==> config.mk <==
export PLATFORM = sky130hd
export DESIGN_NAME = ker_ram_write_ctrl
export DESIGN_NICKNAME = d
export VERILOG_FILES = /design/src/rtl/ker_wr_pkg.sv /design/src/rtl/ker_wr_slicer.sv /design/src/rtl/ker_ram_write_ctrl.sv
export SDC_FILE = /design/constraint.sdc
export NUM_CORES = 1
export LEC_CHECK = 0
export ABC_AREA = 1
export CAP_MARGIN = 10
export CORE_MARGIN = 4
export CORE_UTILIZATION = 35
export CTS_BUF_LIST = sky130_fd_sc_hd__clkbuf_2
export CTS_CLUSTER_DIAMETER = 50
export DETAILED_ROUTE_END_ITERATION = 7
export HOLD_SLACK_MARGIN = 0.08
export PLACE_DENSITY = 0.67
export SLEW_MARGIN = 20
export SYNTH_ARGS = -nofsm -noshare
export SYNTH_HDL_FRONTEND = slang
export SYNTH_SLANG_ARGS = --single-unit
==> constraint.sdc <==
create_clock -name clk_i -period 3 [get_ports clk_i]
set_input_delay 0.45 -clock clk_i [delete_from_list [all_inputs] [get_ports clk_i]]
set_output_delay 0.45 -clock clk_i [all_outputs]
set_load 0.01 [all_outputs]
==> src/rtl/ker_wr_pkg.sv <==
// Shared types and constants for the kernel-RAM write controller.
package ker_wr_pkg;

  // Controller states
  typedef enum logic [1:0] {
    StIdle,
    StRun,
    StStall,
    StDone
  } ker_wr_state_e;

  // Default widths
  localparam int unsigned DefInW       = 64;
  localparam int unsigned DefRamDw     = 32;
  localparam int unsigned DefAddrW     = 12;
  localparam int unsigned DefLayerW    = 7;
  localparam int unsigned DefRingLayers = 4;

  // RAM words per stream word; in_w must be a multiple of ram_dw
  function automatic int unsigned calc_ratio(input int unsigned in_w, input int unsigned ram_dw);
    return in_w / ram_dw;
  endfunction

endpackage

==> src/rtl/ker_wr_slicer.sv <==
// Holds one stream word and hands it out one RAM-width slice per cycle, LSB slice first.
// The word stays put while hold_i is high; clr_i drops it and wins over load_i.
module ker_wr_slicer
  import ker_wr_pkg::*;
#(
  parameter int unsigned IN_W   = DefInW,
  parameter int unsigned RAM_DW = DefRamDw
) (
  input  logic              clk_i,
  input  logic              rst_i,
  input  logic              clr_i,
  input  logic              load_i,
  input  logic [IN_W-1:0]   data_i,
  input  logic              hold_i,
  output logic [RAM_DW-1:0] slice_o,
  output logic              empty_o,
  output logic              last_o
);

  localparam int unsigned RATIO = calc_ratio(IN_W, RAM_DW);
  localparam int unsigned IdxW  = (RATIO > 1) ? $clog2(RATIO) : 1;
  localparam logic [IdxW-1:0] LastIdx = IdxW'(RATIO - 1);

  logic [RATIO-1:0][RAM_DW-1:0] word_q, word_d;
  logic [IdxW-1:0]              idx_q, idx_d;
  logic                         full_q, full_d;

  assign slice_o = word_q[idx_q];
  assign empty_o = !full_q;
  assign last_o  = (idx_q == LastIdx);

  // Next buffer state: consume a slice, then load, then clear (highest priority)
  always_comb begin
    word_d = word_q;
    idx_d  = idx_q;
    full_d = full_q;
    if (full_q && !hold_i) begin
      if (last_o) begin
        full_d = 1'b0;
        idx_d  = '0;
      end else begin
        idx_d = idx_q + 1'b1;
      end
    end
    if (load_i) begin
      word_d = data_i;
      idx_d  = '0;
      full_d = 1'b1;
    end
    if (clr_i) begin
      idx_d  = '0;
      full_d = 1'b0;
    end
  end

  // Buffer registers
  always_ff @(posedge clk_i) begin
    if (rst_i) begin
      word_q <= '0;
      idx_q  <= '0;
      full_q <= 1'b0;
    end else begin
      word_q <= word_d;
      idx_q  <= idx_d;
      full_q <= full_d;
    end
  end

endmodule

==> src/rtl/ker_ram_write_ctrl.sv <==
// Kernel-RAM write controller: splits stream words into RAM words, writes them to sequential
// addresses, counts finished layers and, in ring mode, stalls until the reader frees a slot.
// Optional macro KER_WR_PARITY_EN adds ram_wr_par_o (even parity of ram_wr_data_o).
module ker_ram_write_ctrl
  import ker_wr_pkg::*;
#(
  parameter int unsigned IN_W        = DefInW,
  parameter int unsigned RAM_DW      = DefRamDw,
  parameter int unsigned ADDR_W      = DefAddrW,
  parameter int unsigned LAYER_W     = DefLayerW,
  parameter int unsigned RING_LAYERS = DefRingLayers
) (
  input  logic               clk_i,
  input  logic               rst_i,
  input  logic               start_i,
  input  logic               en_i,
  input  logic [ADDR_W-1:0]  tot_addr_limit_i,
  input  logic [LAYER_W-1:0] layer_addr_limit_i,
  input  logic               ring_en_i,
  input  logic [ADDR_W-1:0]  ring_addr_limit_i,
  input  logic               layer_release_i,
  input  logic [IN_W-1:0]    s_data_i,
  input  logic               s_valid_i,
  output logic               s_ready_o,
  output logic [RAM_DW-1:0]  ram_wr_data_o,
  output logic [ADDR_W-1:0]  ram_wr_addr_o,
  output logic               ram_wr_en_o,
  output logic [LAYER_W-1:0] layer_ready_no_o,
  output logic               busy_o,
  output logic               done_o
`ifdef KER_WR_PARITY_EN
  ,
  output logic               ram_wr_par_o
`endif
);

  localparam logic [LAYER_W-1:0] RingMax = LAYER_W'(RING_LAYERS);

  ker_wr_state_e state_q, state_d;

  logic [ADDR_W-1:0]  tot_lim_q, ring_lim_q;
  logic [LAYER_W-1:0] layer_lim_q;
  logic               ring_q;

  logic [ADDR_W-1:0]  addr_q, addr_d, tot_cnt_q, tot_cnt_d;
  logic [LAYER_W-1:0] layer_cnt_q, layer_cnt_d, layer_rdy_q, layer_rdy_d, outst_q, outst_d;

  logic               wr_en_q;
  logic [RAM_DW-1:0]  wr_data_q;
  logic [ADDR_W-1:0]  wr_addr_q;
  logic               wr_par_q;

  logic [RAM_DW-1:0]  slice;
  logic               buf_empty, buf_last;
  logic               stall_cond, hold, emit, last_wr, layer_end, rel_ok, hs;

  // No free ring slot and the next word would open a new layer
  assign stall_cond = ring_q && (layer_cnt_q == '0) && (outst_q >= RingMax);
  assign hold       = (state_q != StRun) || stall_cond;
  assign emit       = !buf_empty && !hold;
  assign last_wr    = emit && (tot_cnt_q == tot_lim_q);
  assign layer_end  = emit && (layer_cnt_q == layer_lim_q);
  assign rel_ok     = ring_q && layer_release_i && (outst_q != '0);
  // The final write must not pull in a word that would only be thrown away
  assign s_ready_o  = (state_q == StRun) && (buf_empty || (emit && buf_last && !last_wr));
  assign hs         = s_valid_i && s_ready_o;

  ker_wr_slicer #(
    .IN_W   (IN_W),
    .RAM_DW (RAM_DW)
  ) u_slicer (
    .clk_i   (clk_i),
    .rst_i   (rst_i),
    .clr_i   (start_i || last_wr),
    .load_i  (hs),
    .data_i  (s_data_i),
    .hold_i  (hold),
    .slice_o (slice),
    .empty_o (buf_empty),
    .last_o  (buf_last)
  );

  // Next-state logic; start_i overrides everything
  always_comb begin
    state_d = state_q;
    unique case (state_q)
      StIdle:  state_d = StIdle;
      StRun: begin
        if (last_wr) begin
          state_d = StDone;
        end else if (stall_cond) begin
          state_d = StStall;
        end
      end
      StStall: if (outst_q < RingMax) state_d = StRun;
      StDone:  state_d = StIdle;
      default: state_d = StIdle;
    endcase
    if (start_i) begin
      state_d = en_i ? StRun : StDone;
    end
  end

  // Address, word, layer and ring-credit counters
  always_comb begin
    addr_d      = addr_q;
    tot_cnt_d   = tot_cnt_q;
    layer_cnt_d = layer_cnt_q;
    layer_rdy_d = layer_rdy_q;
    outst_d     = outst_q;
    if (emit) begin
      addr_d    = (ring_q && (addr_q == ring_lim_q)) ? '0 : addr_q + 1'b1;
      tot_cnt_d = tot_cnt_q + 1'b1;
      if (layer_end) begin
        layer_cnt_d = '0;
        layer_rdy_d = layer_rdy_q + 1'b1;
      end else begin
        layer_cnt_d = layer_cnt_q + 1'b1;
      end
    end
    // Completion and release in the same cycle cancel out
    if (ring_q && layer_end && !rel_ok) begin
      outst_d = outst_q + 1'b1;
    end else if (!layer_end && rel_ok) begin
      outst_d = outst_q - 1'b1;
    end
    if (start_i) begin
      addr_d      = '0;
      tot_cnt_d   = '0;
      layer_cnt_d = '0;
      layer_rdy_d = '0;
      outst_d     = '0;
    end
  end

  // State and counter registers
  always_ff @(posedge clk_i) begin
    if (rst_i) begin
      state_q     <= StIdle;
      addr_q      <= '0;
      tot_cnt_q   <= '0;
      layer_cnt_q <= '0;
      layer_rdy_q <= '0;
      outst_q     <= '0;
    end else begin
      state_q     <= state_d;
      addr_q      <= addr_d;
      tot_cnt_q   <= tot_cnt_d;
      layer_cnt_q <= layer_cnt_d;
      layer_rdy_q <= layer_rdy_d;
      outst_q     <= outst_d;
    end
  end

  // Configuration captured at start
  always_ff @(posedge clk_i) begin
    if (rst_i) begin
      tot_lim_q   <= '0;
      layer_lim_q <= '0;
      ring_q      <= 1'b0;
      ring_lim_q  <= '0;
    end else if (start_i) begin
      tot_lim_q   <= tot_addr_limit_i;
      layer_lim_q <= layer_addr_limit_i;
      ring_q      <= ring_en_i;
      ring_lim_q  <= ring_addr_limit_i;
    end
  end

  // Registered RAM write port
  always_ff @(posedge clk_i) begin
    if (rst_i) begin
      wr_en_q   <= 1'b0;
      wr_data_q <= '0;
      wr_addr_q <= '0;
      wr_par_q  <= 1'b0;
    end else begin
      wr_en_q <= emit && !start_i;
      if (emit) begin
        wr_data_q <= slice;
        wr_addr_q <= addr_q;
        wr_par_q  <= ^slice;
      end
    end
  end

  assign ram_wr_en_o      = wr_en_q;
  assign ram_wr_data_o    = wr_data_q;
  assign ram_wr_addr_o    = wr_addr_q;
  assign layer_ready_no_o = layer_rdy_q;
  assign busy_o           = (state_q == StRun) || (state_q == StStall);
  assign done_o           = (state_q == StDone);

`ifdef KER_WR_PARITY_EN
  assign ram_wr_par_o = wr_par_q;
`else
  logic unused_par;
  assign unused_par = wr_par_q;
`endif

endmodule

==> results of run 1 <==
==> synthesized netlist by cell type, types with 2 or more instances <==
master	n	area share, %
nor3_1	28	1.5
inv_1	278	11
buf_2	21	1.1
nand2_1	389	16
nor2_2	2	0.13
ha_1	14	1.9
dfxtp_1	190	40
buf_6	11	1.3
or2_1	2	0.13
a31oi_1	35	2.3
inv_2	5	0.20
or2_2	3	0.20
xor2_1	17	1.6
nand3_1	84	4.5
buf_1	4	0.16
nand2_2	2	0.13
nor3b_1	3	0.24
a21oi_1	71	3.8
xnor2_1	3	0.28
nand3_2	21	2.2
a211oi_1	2	0.16
o21ai_0	57	3.0
clkbuf_1	28	1.1
nand4_1	5	0.33
nor2_1	147	5.9
==> flip-flops by register name, indices dropped and copies added, names as in the netlist, 2 cells and up <==
signal / cells
u_slicer.word_q: 64
ram_wr_data_o: 32
addr_q: 12
ram_wr_addr_o: 12
ring_lim_q: 12
tot_cnt_q: 12
tot_lim_q: 12
layer_cnt_q: 7
layer_lim_q: 7
layer_ready_no_o: 7
outst_q: 7
state_q: 2
==> timing repair <==
| action | CTS | global route |
|---|---|---|
| buffers inserted | 4 | 0 |
| setup endpoints to repair | 1 | 1 |
| cloned | 0 | 0 |
| gates resized for setup | 12 | 1 |
| hold endpoints to repair | 0 | 0 |
| pin swaps | 1 | 0 |
==> worst paths after layout <==
kind | from | end | slack [ns] | cells after the start
max | layer_cnt_q[1] | s_ready_o | 0.29 | 8
max reg2reg | layer_cnt_q[0] | outst_q[6] | 0.47 | 15
min reg2reg | u_slicer.word_q[56] | ram_wr_data_o[24] | 0.45 | 2
min | rst_i | ram_wr_addr_o[0] | 0.26 | 3
==> logic make-up (layout without fill, tap and decap cells) <==
group / after synthesis / in the layout
and+or+nand+nor: 689 / 689
buffers and inverters: 349 / 490
DFF: 190 / 190
AOI/OAI and AO/OA: 169 / 169
xor gates and xnor gates: 20 / 20
adders and majority gates: 15 / 15
other: 0 / 1
==> metrics by stage <==
stage / cell area (um^2) / power [uW]
after floorplan: 9420 / 3130
after global placement: 11200 / 3360
after detailed placement: 11200 / 3370
after CTS: 11500 / 4670
after global routing: 11500 / 4870
final: 11500 / 4590
==> area by class of cell <==
type	instances	share of cell area [%]
multi-input combinational	893	36.9
sequential	190	33.1
timing repair buffer	174	15.0
inverter	284	9.28
tap	335	3.64
clock inverter	15	1.32
clock buffer	17	0.740
antenna	1	0.0218
==> critical path, delay by kind of cell (launching register included) <==
| kind | cells | cell delay, ns |
|---|---|---|
| flops | 1 | 0.39 |
| buf+inv | 2 | 0.39 |
| simple gates | 4 | 0.39 |
| compound gates | 1 | 0.18 |
| fa+ha+maj | 1 | 0.17 |
==> metal layers <==
| layer | share of wire (%) | wire [um] | GRT usage (%) | up-vias |
|---|---|---|---|---|
| met4 | 1.7 | 395 | 3.86 | 0 |
| met1 | 48 | 11400 | 22.0 | 3810 |
| met5 | 0 | 0 | 0 | - |
| met3 | 6.6 | 1580 | 4.09 | 24 |
| met2 | 44 | 10500 | 26.5 | 229 |
| li1 | - | - | - | 4613 |
==> power breakdown <==
| group | internal, uW | switching, uW | total, uW |
|---|---|---|---|
| clock network | 263 | 1000 | 1260 |
| logic | 290 | 350 | 640 |
| registers | 2630 | 53.1 | 2690 |
==> results.cfg, run 1 <==
[sta]
worstMarginPinSlew_ns = 1.00
setup_viol = 0
max_freq_mhz = 369
hold_viol = 0
rsz0062_at_grt = false
worst_slack_ns = 0.290
holdWs_ns = 0.257
period_share_pct = 90.3
fin_tns_setup_ns = 0
finClkSkew_ns = 0.0630
drv_slew = 0
slew_headroom_pct = 33.0
min_period_ns = 2.71

[yosys]
netlist_area_mm2 = 0.00942
synth_fa_ha_area_share_pct = 2.07
synth-compound-area-share_pct = 9.59
synth.distinct_cells = 35
synth-seq-cells = 190
synth.area.mux_share_pct = 0
synth_edf_count = 0
yosys_warnings = 0
synthXorXnorAreaFrac_pct = 1.86
synth_nets = 1549
synth_top_family_by_area = simple AND/OR/NAND/NOR gates
async_flop_share_pct = 0
synth.avg_cell_area_um2 = 6.58
syn_inst = 1432
synthFlopType = dfxtp_1
synth-simple-area-share_pct = 31.0
synth-seq-area-share_pct = 40.4

[layout]
layout.cells.non_filler = 1909
drive_above_1_share_pct = 6.42
nNetsFinal = 1677
multiInputGateArea_mm2 = 0.00424
regArea_mm2 = 0.00381
final_util_pct = 43.8
final_cell_mix = nand2_1, inv_1, dfxtp_1
final_common_cell = nand2_1
nFillCells = 2749
area_growth_pct = 22.1

[floorplan]
die_h_um = 172
core_mm2 = 0.0263
io-pin-count = 157
die_w_um = 172
rows = 59
die_area_mm2 = 0.0296
start_util_pct = 35.8

[critical_path]
critPathLaunchType = flip-flop
arrival_ns = 2.26
crit_path_end_kind = output pin
cp_slowest_cell = dfxtp_2
path_max_fanout = 4
slowest_delay_ns = 0.39
required_ns = 2.55
worstSetupPathType = flip-flop to output pin
cp_cell_sequence = inv_1, ha_1, nand3_1, nor2_2, nand2_2, a31oi_4, nor2_4, dlygate4sd2_1

[clocking]
htreeDepth = 4
clockRootBuffer = clkbuf_2
clockBufferDepth = 2
clkLatencyLatePin_ns = 0.76
cts_hold_buf = 0
cts-buffers-inserted = 17
clk_pin_slew_ns = 0.30
cts_sinks = 190
cts_tree = built

[route]
dr_total_vias = 8676
firstDrtPassIters = 5
finalWirelength_um = 23900
drt_iter0_drc = 532
wire_per_inst_um = 12.5
drcViolationCount = 0
viasPerCell = 4.54
ant_nets = 0

[placed_design]
dp_hpwl_um = 16500
place_ws_ns = 0.405
placedCellCount = 1872
globalplace.congestion = 0.829
io_buffers = 156

[global_route]
grt_max_degree = 70
grt_pass1_wl_um = 39800
grt_antenna_before_repair = 1
grt_overflow = 0
grt_pass1_vias = 8201
track_usage_pct = 16.3

[pwr]
p_leak_uw = 0.00499
ir_drop_v = 0.000257
powerDensity_mw_per_mm2 = 399

[run_status]
outcome = completed

[job]
cap_violations = 0

[min_path]
hold_path_class = input port to flip-flop
(Power assumes the default switching activity.)
==> run 2: changes to the inputs <==
--- a/config.mk
+++ b/config.mk
@@ -14,6 +14,7 @@
 export DETAILED_ROUTE_END_ITERATION = 7
 export HOLD_SLACK_MARGIN = 0.08
 export PLACE_DENSITY = 0.67
+export SKIP_LAST_GASP = 1
 export SLEW_MARGIN = 20
 export SYNTH_ARGS = -nofsm -noshare
 export SYNTH_HDL_FRONTEND = slang
==> results of run 2 <==
No change in the layout: final DEF, timing and power equal those of run 1.
